[src/rtl/vga_timing_rx.sv]
// rtl/vga_timing_rx.sv - sink-side VGA timing recovery, checking and lock detection
//
// Purpose: consumes active-low hSyncIn/vSyncIn from a timing generator on the
// same pixelClk, measures line and frame timing, verifies it against the
// parameters, declares lock after LOCK_FRAMES consecutive good frames, and
// regenerates x/y coordinates and visibility flags.
//
// Ports:
//   pixelClk     in   1   pixel clock, all logic on posedge
//   rst          in   1   synchronous reset, active-high
//   hSyncIn      in   1   hsync, active-low
//   vSyncIn      in   1   vsync, active-low
//   lockedOut    out  1   timing verified and tracking
//   xCor         out  10  recovered x (lags generator x by one cycle)
//   yCor         out  10  recovered y
//   hVis         out  1   lockedOut & xCor < H_VISIBLE
//   vVis         out  1   lockedOut & yCor < V_VISIBLE
//   de           out  1   hVis & vVis
//   measHPeriod  out  11  last hsync fall-to-fall period, cycles
//   measVLines   out  10  last vsync fall-to-fall period, lines
//   errCount     out  16  (ERROR_COUNT_EN only) saturating LOCKED->SEARCH count
//
// Optional feature macro: ERROR_COUNT_EN
module vga_timing_rx #(
  parameter int H_VISIBLE    = 640,
  parameter int H_SYNC_START = 656,
  parameter int H_SYNC_LEN   = 96,
  parameter int H_TOTAL      = 800,
  parameter int V_VISIBLE    = 480,
  parameter int V_SYNC_START = 490,
  parameter int V_SYNC_LEN   = 2,
  parameter int V_TOTAL      = 525,
  parameter int LOCK_FRAMES  = 2
) (
  input  logic        pixelClk,
  input  logic        rst,
  input  logic        hSyncIn,
  input  logic        vSyncIn,
  output logic        lockedOut,
  output logic [9:0]  xCor,
  output logic [9:0]  yCor,
  output logic        hVis,
  output logic        vVis,
  output logic        de,
  output logic [10:0] measHPeriod,
  output logic [9:0]  measVLines
`ifdef ERROR_COUNT_EN
  ,
  output logic [15:0] errCount
`endif
);

  localparam logic [9:0]  X_LAST  = 10'(H_TOTAL - 1);
  localparam logic [9:0]  Y_LAST  = 10'(V_TOTAL - 1);
  localparam logic [9:0]  X_LOAD  = 10'(H_SYNC_START);
  localparam logic [9:0]  Y_LOAD  = 10'(V_SYNC_START);
  localparam logic [9:0]  X_VIS   = 10'(H_VISIBLE);
  localparam logic [9:0]  Y_VIS   = 10'(V_VISIBLE);
  localparam logic [10:0] H_TOT   = 11'(H_TOTAL);
  localparam logic [10:0] H_SLEN  = 11'(H_SYNC_LEN);
  localparam logic [10:0] V_TOT   = 11'(V_TOTAL);
  localparam logic [10:0] V_SLEN  = 11'(V_SYNC_LEN);
  localparam logic [10:0] H_WD    = 11'(2 * H_TOTAL);
  localparam logic [10:0] V_WD    = 11'(2 * V_TOTAL);
  localparam logic [10:0] CNT_MAX = '1;
  localparam logic [3:0]  LOCK_N  = 4'(LOCK_FRAMES);

  typedef enum logic [1:0] {SEARCH, CHECK, LOCKED} state_t;

  state_t      state_q;
  logic [3:0]  good_q;
  logic        frame_err_q, locked_q;
  logic        hs_q, vs_q;
  logic [9:0]  x_q, x_d, y_q, y_d;
  logic [10:0] hper_q, hper_d, hwid_q, hwid_d;
  logic [10:0] vlines_q, vlines_d, vwid_q, vwid_d;
  logic        hseen_q, hseen_d, vseen_q, vseen_d;
  logic [10:0] meas_h_q, meas_h_d;
  logic [9:0]  meas_v_q, meas_v_d;

  function automatic logic [10:0] sat_inc(input logic [10:0] v);
    return (v == CNT_MAX) ? v : v + 11'd1;
  endfunction

  // Edges compare the incoming sample with the registered one, so the fall is
  // seen in the same cycle the generator shows H_SYNC_START; this makes
  // xCor(t) equal the generator x of the previous cycle.
  logic hs_fall, hs_rise, vs_fall;
  assign hs_fall = hs_q & ~hSyncIn;
  assign hs_rise = ~hs_q & hSyncIn;
  assign vs_fall = vs_q & ~vSyncIn;

  // Period is only meaningful once a previous fall has been observed.
  logic h_bad, v_bad, wd_bad, drop;
  assign h_bad  = (hs_fall & hseen_q & (hper_q != H_TOT)) |
                  (hs_rise & (hwid_q != H_SLEN));
  assign v_bad  = vs_fall & ((vlines_q != V_TOT) | (vwid_q != V_SLEN));
  assign wd_bad = (hper_q > H_WD) | (vlines_q > V_WD);
  assign drop   = (state_q == LOCKED) & (h_bad | v_bad | wd_bad);

  always_comb begin
    x_d      = x_q;
    y_d      = y_q;
    hper_d   = hs_fall ? 11'd1 : sat_inc(hper_q);
    hwid_d   = hwid_q;
    vlines_d = vlines_q;
    vwid_d   = vwid_q;
    hseen_d  = hseen_q | hs_fall;
    vseen_d  = vseen_q | vs_fall;
    meas_h_d = (hs_fall & hseen_q) ? hper_q : meas_h_q;
    meas_v_d = (vs_fall & vseen_q) ? vlines_q[9:0] : meas_v_q;

    if (hs_fall)            x_d = X_LOAD;
    else if (x_q == X_LAST) x_d = '0;
    else                    x_d = x_q + 10'd1;

    if (vs_fall)                      y_d = Y_LOAD;
    else if (!hs_fall && x_q == X_LAST) y_d = (y_q == Y_LAST) ? '0 : y_q + 10'd1;

    if (hs_fall)    hwid_d = 11'd1;
    else if (!hs_q) hwid_d = sat_inc(hwid_q);

    // A hsync fall coincident with the vsync fall belongs to the new frame.
    if (vs_fall) begin
      vlines_d = {10'd0, hs_fall};
      vwid_d   = {10'd0, hs_fall};
    end else if (hs_fall) begin
      vlines_d = sat_inc(vlines_q);
      if (!vs_q) vwid_d = sat_inc(vwid_q);
    end

    if (drop) begin
      hseen_d = 1'b0;
      vseen_d = 1'b0;
    end
  end

  always_ff @(posedge pixelClk) begin
    if (rst) begin
      hs_q     <= 1'b1;
      vs_q     <= 1'b1;
      x_q      <= '0;
      y_q      <= '0;
      hper_q   <= '0;
      hwid_q   <= '0;
      vlines_q <= '0;
      vwid_q   <= '0;
      hseen_q  <= 1'b0;
      vseen_q  <= 1'b0;
      meas_h_q <= '0;
      meas_v_q <= '0;
    end else begin
      hs_q     <= hSyncIn;
      vs_q     <= vSyncIn;
      x_q      <= x_d;
      y_q      <= y_d;
      hper_q   <= hper_d;
      hwid_q   <= hwid_d;
      vlines_q <= vlines_d;
      vwid_q   <= vwid_d;
      hseen_q  <= hseen_d;
      vseen_q  <= vseen_d;
      meas_h_q <= meas_h_d;
      meas_v_q <= meas_v_d;
    end
  end

`ifdef ERROR_COUNT_EN
  logic [15:0] err_cnt_q;
  assign errCount = err_cnt_q;
`endif

  always_ff @(posedge pixelClk) begin
    if (rst) begin
      state_q     <= SEARCH;
      good_q      <= '0;
      frame_err_q <= 1'b0;
      locked_q    <= 1'b0;
`ifdef ERROR_COUNT_EN
      err_cnt_q   <= '0;
`endif
    end else begin
      case (state_q)
        SEARCH: begin
          if (vs_fall) begin
            state_q     <= CHECK;
            good_q      <= '0;
            frame_err_q <= 1'b0;
          end
        end
        CHECK: begin
          if (vs_fall) begin
            frame_err_q <= 1'b0;
            if (!(frame_err_q | h_bad | wd_bad) && vlines_q == V_TOT && vwid_q == V_SLEN) begin
              good_q <= good_q + 4'd1;
              if (good_q + 4'd1 == LOCK_N) begin
                state_q  <= LOCKED;
                locked_q <= 1'b1;
              end
            end else begin
              good_q <= '0;
            end
          end else if (h_bad | wd_bad) begin
            frame_err_q <= 1'b1;
          end
        end
        LOCKED: begin
          if (drop) begin
            state_q  <= SEARCH;
            locked_q <= 1'b0;
`ifdef ERROR_COUNT_EN
            if (err_cnt_q != 16'hFFFF) err_cnt_q <= err_cnt_q + 16'd1;
`endif
          end
        end
        default: begin
          state_q  <= SEARCH;
          locked_q <= 1'b0;
        end
      endcase
    end
  end

  assign lockedOut   = locked_q;
  assign xCor        = x_q;
  assign yCor        = y_q;
  assign hVis        = locked_q & (x_q < X_VIS);
  assign vVis        = locked_q & (y_q < Y_VIS);
  assign de          = hVis & vVis;
  assign measHPeriod = meas_h_q;
  assign measVLines  = meas_v_q;

endmodule

[config.mk]
export PLATFORM = sky130hd
export DESIGN_NAME = vga_timing_rx
export DESIGN_NICKNAME = d
export VERILOG_FILES = /design/src/rtl/vga_timing_rx.sv
export SDC_FILE = /design/constraint.sdc
export NUM_CORES = 1
export LEC_CHECK = 0
export BUFFER_PORTS_ARGS = -buffer_cell sky130_fd_sc_hd__buf_4
export CORE_AREA = 8 8 119 121
export CTS_BUF_LIST = sky130_fd_sc_hd__clkbuf_4
export CTS_CLUSTER_DIAMETER = 150
export CTS_CLUSTER_SIZE = 8
export DETAILED_ROUTE_END_ITERATION = 8
export DIE_AREA = 0 0 127 129
export HOLD_SLACK_MARGIN = 0.1
export PLACE_DENSITY = 0.53
export SETUP_SLACK_MARGIN = 0.4
export SLEW_MARGIN = 20
export SYNTH_ARGS = -nofsm -noshare
export SYNTH_HDL_FRONTEND = slang
export SYNTH_SLANG_ARGS = --single-unit
[constraint.sdc]
create_clock -name pixelClk -period 2.35 [get_ports pixelClk]
set_input_delay 0.1175 -clock pixelClk [delete_from_list [all_inputs] [get_ports pixelClk]]
set_output_delay 0.1175 -clock pixelClk [all_outputs]
set_load 0.03 [all_outputs]
==> results of run 1 <==
[worst max path at each step]
stage	start	endpoint	cells past startpoint
after floorplan	xCor[6]$_SDFF_PP0_	yCor[4]$_SDFFE_PP0P_	5
after global placement	vlines_q[0]$_SDFFE_PP0P_	state_q[1]$_SDFFE_PP0P_	6
after detailed placement	vlines_q[0]$_SDFFE_PP0P_	state_q[1]$_SDFFE_PP0P_	6
after CTS	vwid_q[3]$_SDFFE_PP0P_	state_q[1]$_SDFFE_PP0P_	5
after global routing	vlines_q[1]$_SDFFE_PP0P_	state_q[1]$_SDFFE_PP0P_	7
final	good_q[0]$_SDFFE_PP0P_	state_q[0]$_SDFFE_PP0P_	6
[report_power, final]
part / switching, mW / internal (mW)
registers: 0.0438 / 1.67
clock network: 0.528 / 0.330
logic: 0.155 / 0.0884
[sequential cells by signal, indices dropped and copies added (netlist names), 2 cells and up]
name / count
good_q: 4
hper_q: 11
hwid_q: 11
measHPeriod: 11
measVLines: 10
state_q: 2
vlines_q: 11
vwid_q: 11
xCor: 10
yCor: 10
[cell usage after synthesis, drive strengths merged (14+ instances only)]
cell | instances | area share [%]
nand4 | 25 | 3.5
xor2 | 17 | 3.2
nand2 | 70 | 5.6
dfxtp | 97 | 41
ha | 14 | 3.7
nand3 | 19 | 2.0
a21oi | 58 | 6.2
o21ai | 17 | 1.8
nor2 | 57 | 4.6
clkbuf | 25 | 2.2
inv | 19 | 1.5
xnor2 | 19 | 3.5
[through the flow]
step           utilization, %  total power [mW]  instance area, µm²  cells  hold slack (ns)
3_3_place_gp            42.99             1.981                5293    756           0.3460
5_1_grt                 45.86             2.960                5647    781           0.3916
4_1_cts                 44.50             2.862                5479    773           0.3749
6_report                45.88             2.818                5649    782           0.4279
3_5_place_dp            42.99             1.984                5293    756           0.3510
2_1_floorplan               -             1.899                4747    569           0.2241
[kinds of logic after synthesis]
logic type | share of synthesized area, %
AND/OR/NAND/NOR | 28.60
flip-flops | 41.41
AO/OA/AOI/OAI | 15.05
buffers and inverters | 3.842
XOR/XNOR | 6.724
adder cells (fa/ha/maj) | 3.735
multiplexers | 0.6404
[metal layers]
metal | share of wire (%) | up-vias | track usage, %
li1 | - | 2147 | -
met1 | 52 | 2020 | 19.97
met2 | 41 | 110 | 21.50
met3 | 5.1 | 17 | 3.475
met4 | 1.9 | 0 | 6.438
met5 | 0 | - | 0
[layout make-up]
| type | count | area [µm²] |
|---|---|---|
| Inverter | 19 | 71.32 |
| Clock buffer | 11 | 82.58 |
| Sequential cell | 97 | 1976 |
| Tap cell | 150 | 187.7 |
| Timing Repair Buffer | 75 | 585.6 |
| Antenna cell | 1 | 2.502 |
| Fill cell | 1206 | 6663 |
| Multi-Input combinational cell | 427 | 2710 |
| Clock inverter | 2 | 33.78 |
[critical path, delay by kind of cell (launching register included)]
kind | cells | cell delay [ns]
adder cells (fa/ha/maj) | 1 | 0.25
AO/OA/AOI/OAI | 2 | 0.50
flip-flops | 1 | 0.38
AND/OR/NAND/NOR | 3 | 0.73
[repair_timing]
| action | CTS | global route |
|---|---|---|
| hold buffers | 4 | 0 |
| endpoints found under the hold margin | 21 | 0 |
| buffers inserted | 0 | 8 |
| setup endpoints to repair | 12 | 41 |
| gates resized for setup | 12 | 21 |
| pin swaps | 4 | 8 |
==> results.txt, run 1 <==
Floorplan die area - 16,380 µm²
Effective utilization at floorplan - 38.09%
Crit path cell chain - ha_1 > nor4b_1 > nor2_1 > a2111oi_1 > and4_1 > a2111oi_0
Die extent in y - 129 µm
Area of the mapped netlist - 4689 µm²
Number of buffers added by the clock tree synthesis step - 9
Sink Count - 97
Setup skew after layout - 0.02473 ns
Routed length per instance - 15.24 µm
Hold wc startpoint - vSyncIn
Data required time of the worst path - 2.71 ns
DRC - 0
Estimated wirelength of the detail-placed design - 8040 µm
Most used flip-flop cell after synthesis - dfxtp_1
Maximum ir drop on the vdd rail - 0.2103 mV
Die boundary width - 127 µm
Post-synthesis sequential area ratio - 41.41%
Maximum operating frequency - 0.5089 GHz
Reported max-cap violation count - 0
Synthesis-to-finish area growth - 20.46%
Clock tree from TritonCTS - yes
Number of antenna violations at the first check in global routing - 0
Power Density - 498.9 nW/µm²
Count of different cell masters after synthesis - 55
Deepest level of the CTS H-tree - 3
Final weighted congestion in routability-driven placement - 0.8559
RSZ-0062 raised after global routing - yes
Hold Fails Final Rpt - 0
I/O Buffers - 48
Mapped Avg Cell Area - 8.242 µm²
Outcome - finished clean
Via count of the routed design - 4,294
Final WS setup - 0.3851 ns
Hold Path Class - primary input to flop
Most common cell after layout, fill and taps aside - dfxtp_1
Most used cells in the layout excluding fill and tap cells - 82 x dfxtp_1, 70 x nand2_1, 70 x buf_4
Worst reg2reg path endpoint - state_q[0]$_SDFFE_PP0P_
Source of the worst register-to-register timing path - good_q[0]$_SDFFE_PP0P_
Core ar. - 12,310 µm²
GRT Total Usage - 14.64%
Row cnt - 41
Share of the clock period used by the worst path after layout - 83.61%
Finish-stage setup viols - 0
Cell count after synthesis - 569
Headroom to the max-slew limit - 41.57%
Remaining Overflow, GRT - 0
Number of nets in the layout - 647
Startpoint Class - flop
Largest fanout on the critical path - 7
Number of instances on the worst hold path - 3
Net Count, Synth - 587
Initial drt markers - 335
Number of global-route vias before repair - 3,933
Final antenna-violating net count - 0
Worst slack after detailed placement - 0.2586 ns
Async set-or-reset flop fraction in the synthesized netlist - 0%
Pin count of the biggest net entering global routing - 29
Arrival time at the worst endpoint - 2.32 ns
Min Clock Period, post-route - 1.965 ns
Worst-margin pin slew - 0.8736 ns
First-pass detailed-route iteration total - 6
Leakage dissipation - 2.026 nW
Global-route wire length before repair - 19,530 µm
Category of the most critical setup path - flop to flop
Setup TNS after final layout - 0 ns
Count of flip-flops with a built-in enable after synthesis - 0
Pins over their slew limit - 0
Clock Tree Buf Depth - 2
Top Ports - 49
Clock tree root driver cell - clkbuf_4
Cell type of the slowest stage on the worst timing path - a2111oi_1
Min-Delay Endpoint - vs_q$_SDFF_PP1_
Number of cells traversed by the worst register-to-register path - 6
Synthesis warning total - 0
Worst-Skew Late Latency - 0.46 ns
Nature of the critical path endpoint - flop
Synthesis-stage register bit count - 97
Flop-to-flop setup slack - 0.39 ns
Clock-pin transition on the worst setup and hold timing paths - 0.15 ns
Largest stage delay, worst path - 0.45 ns
Final routed wirelength across all metal layers - 11,920 µm
Layout cell share with drive strength beyond 1 - 20.29%
Via density per instance - 5.491
No activity file was read; power rests on OpenSTA's default activity.
==> run 2, diff against run 1 <==
==> constraint.sdc (replaced) <==
create_clock -name pixelClk -period 1.85 [get_ports pixelClk]
set_input_delay 0.0925 -clock pixelClk [delete_from_list [all_inputs] [get_ports pixelClk]]
set_output_delay 0.0925 -clock pixelClk [all_outputs]
set_load 0.03 [all_outputs]
==> results.txt, run 2 (synthesis gave the netlist of run 1 again) <==
FF/Latch Area - 2034 µm² (was 1976 µm²)
Multi-input logic area - 3501 µm² (was 2710 µm²)
Kind of cell with the highest combined delay on the critical path - compound AO/OA/AOI/OAI gates (was simple AND/OR/NAND/NOR gates)
Number of nets in the layout - 747 (was 647)
Clock-pin transition on the worst setup and hold timing paths - 0.16 ns (was 0.15 ns)
First-pass detailed-route iteration total - 4 (was 6)
Die boundary width - 127 µm (unchanged)
Largest fanout on the critical path - 6 (was 7)
GRT Total Usage - 16.69% (was 14.64%)
Finish-stage setup viols - 2 (was 0)
Sink Count - 97 (unchanged)
Filler cell count in the final layout - 1,034 (was 1,206)
Row cnt - 41 (unchanged)
Number of antenna violations at the first check in global routing - 1 (was 0)
Pin count of the biggest net entering global routing - 38 (was 29)
RSZ-0062 raised after global routing - yes (unchanged)
Reported max-cap violation count - 0 (unchanged)
Worst slack after detailed placement - -0.01845 ns (was 0.2586 ns)
Clock tree from TritonCTS - yes (unchanged)
Setup skew after layout - 0.01636 ns (was 0.02473 ns)
Number of global-route vias before repair - 4,713 (was 3,933)
Startpoint Class - flop (unchanged)
Layout cell share with drive strength beyond 1 - 50.68% (was 20.29%)
Via count of the routed design - 4,736 (was 4,294)
Nature of the critical path endpoint - flop (unchanged)
Final antenna-violating net count - 0 (unchanged)
Largest stage delay, worst path - 0.39 ns (was 0.45 ns)
Remaining Overflow, GRT - 0 (unchanged)
Estimated wirelength of the detail-placed design - 8795 µm (was 8040 µm)
Maximum ir drop on the vdd rail - 0.2667 mV (was 0.2103 mV)
DRC - 0 (unchanged)
Clock Tree Buf Depth - 2 (unchanged)
Min Clock Period, post-route - 1.871 ns (was 1.965 ns)
Top Ports - 49 (unchanged)
Most used cells in the layout excluding fill and tap cells - 123 x buf_4, 62 x nand2_1, 57 x dfxtp_1 (was 82 x dfxtp_1, 70 x nand2_1, 70 x buf_4)
Die extent in y - 129 µm (unchanged)
Share of the clock period used by the worst path after layout - 101.2% (was 83.61%)
Buf/Inv on CP - 2 (was 0)
Worst-margin pin slew - 0.4240 ns (was 0.8736 ns)
Power Density - 499.3 nW/µm² (was 498.9 nW/µm²)
I/O Buffers - 48 (unchanged)
Routed length per instance - 16.28 µm (was 15.24 µm)
Clock tree root driver cell - clkbuf_4 (unchanged)
Global-route wire length before repair - 22,580 µm (was 19,530 µm)
Initial drt markers - 234 (was 335)
Cell type of the slowest stage on the worst timing path - a2111oi_2 (was a2111oi_1)
Maximum operating frequency - 0.5343 GHz (was 0.5089 GHz)
Hold Path Class - primary input to flop (unchanged)
Number of buffers added by the clock tree synthesis step - 9 (unchanged)
Core ar. - 12,310 µm² (unchanged)
Leakage dissipation - 2.714 nW (was 2.026 nW)
Outcome - finished, violations left (was finished clean)
Util after Layout - 60.40% (was 45.88%)
Via density per instance - 5.345 (was 5.491)
Most common cell after layout, fill and taps aside - buf_4 (was dfxtp_1)
Effective utilization at floorplan - 38.09% (unchanged)
Final routed wirelength across all metal layers - 14,420 µm (was 11,920 µm)
Overall Power - 3.713 mW (was 2.818 mW)
Worst-Skew Late Latency - 0.46 ns (about the same)
Crit path cell chain - buf_4 > inv_1 > ha_1 > nand2b_1 > a21oi_2 > o21ai_4 > and4_1 > a2111oi_2 (was ha_1 > nor4b_1 > nor2_1 > a2111oi_1 > and4_1 > a2111oi_0)
Hold Fails Final Rpt - 0 (unchanged)
Violated checks - setup timing
Final WS setup - -0.02147 ns (was 0.3851 ns)
Pins over their slew limit - 0 (unchanged)
Floorplan die area - 16,380 µm² (unchanged)
Setup TNS after final layout - -0.03290 ns (was 0 ns)
Deepest level of the CTS H-tree - 3 (unchanged)
Headroom to the max-slew limit - 71.73% (was 41.57%)
Final weighted congestion in routability-driven placement - 0.8729 (was 0.8559)
Arrival time at the worst endpoint - 2.22 ns (was 2.32 ns)
Data required time of the worst path - 2.20 ns (was 2.71 ns)
Synthesis-to-finish area growth - 58.56% (was 20.46%)
Category of the most critical setup path - flop to flop (unchanged)
## run 2: final cells by class
type,count,area share [%]
multi-input cells,427,47.08
repair buffers,175,20.48
clock buffers,9,0.9086
flip-flops and latches,97,27.36
clock inverters,7,0.6226
well taps,150,2.524
diodes,2,0.06731
inverters,19,0.9591
## run 2: per-layer routing
layer | wire length (µm) | part of all wire, % | up-vias | GRT usage, %
met4 | 169 | 1.2 | 0 | 6.158
met1 | 6762 | 47 | 2274 | 20.89
met5 | 0 | 0 | - | 0
met2 | 6969 | 48 | 85 | 27.75
li1 | - | - | 2362 | -
met3 | 523 | 3.6 | 15 | 3.517
## run 2: where the power goes
part           internal, mW  switching [mW]
registers              2.12          0.0434
clock network         0.276           0.755
logic                 0.235           0.287
## run 2: what timing repair did
action | 4_1_cts | 5_1_grt
gates resized for setup | 122 | 101
hold endpoints to repair | 7 | 0
pin swaps | 70 | 74
setup buffers | 43 | 21
hold buffers | 3 | 0
setup endpoints to repair | 70 | 90
## run 2: final timing paths
path / start / endpoint / slack (ns) / cells after the start
max: vlines_q[0]$_SDFFE_PP0P_ / state_q[0]$_SDFFE_PP0P_ / -0.02 / 8
min: vSyncIn / yCor[8]$_SDFFE_PP0P_ / 0.14 / 4
max reg2reg: vlines_q[0]$_SDFFE_PP0P_ / state_q[0]$_SDFFE_PP0P_ / -0.02 / 8
min reg2reg: measVLines[2]$_SDFFE_PP0P_ / measVLines[2]$_SDFFE_PP0P_ / 0.47 / 2
## run 2: per-stage QoR
stage	cell area, µm²	hold WS (ns)	std cells
after floorplan	5034	0.1990	569
after global placement	5879	0.3354	801
after detailed placement	5879	0.3315	801
after CTS	6814	0.09368	863
after global routing	7436	0.1285	886
final	7436	0.1447	886
## run 2: worst min-delay path: cells and delay by family
| kind | cells | cell delay [ns] |
|---|---|---|
| buffers and inverters | 2 | 0.26 |
| and+or+nand+nor | 1 | 0.17 |
| AOI/OAI and AO/OA | 1 | 0.06 |
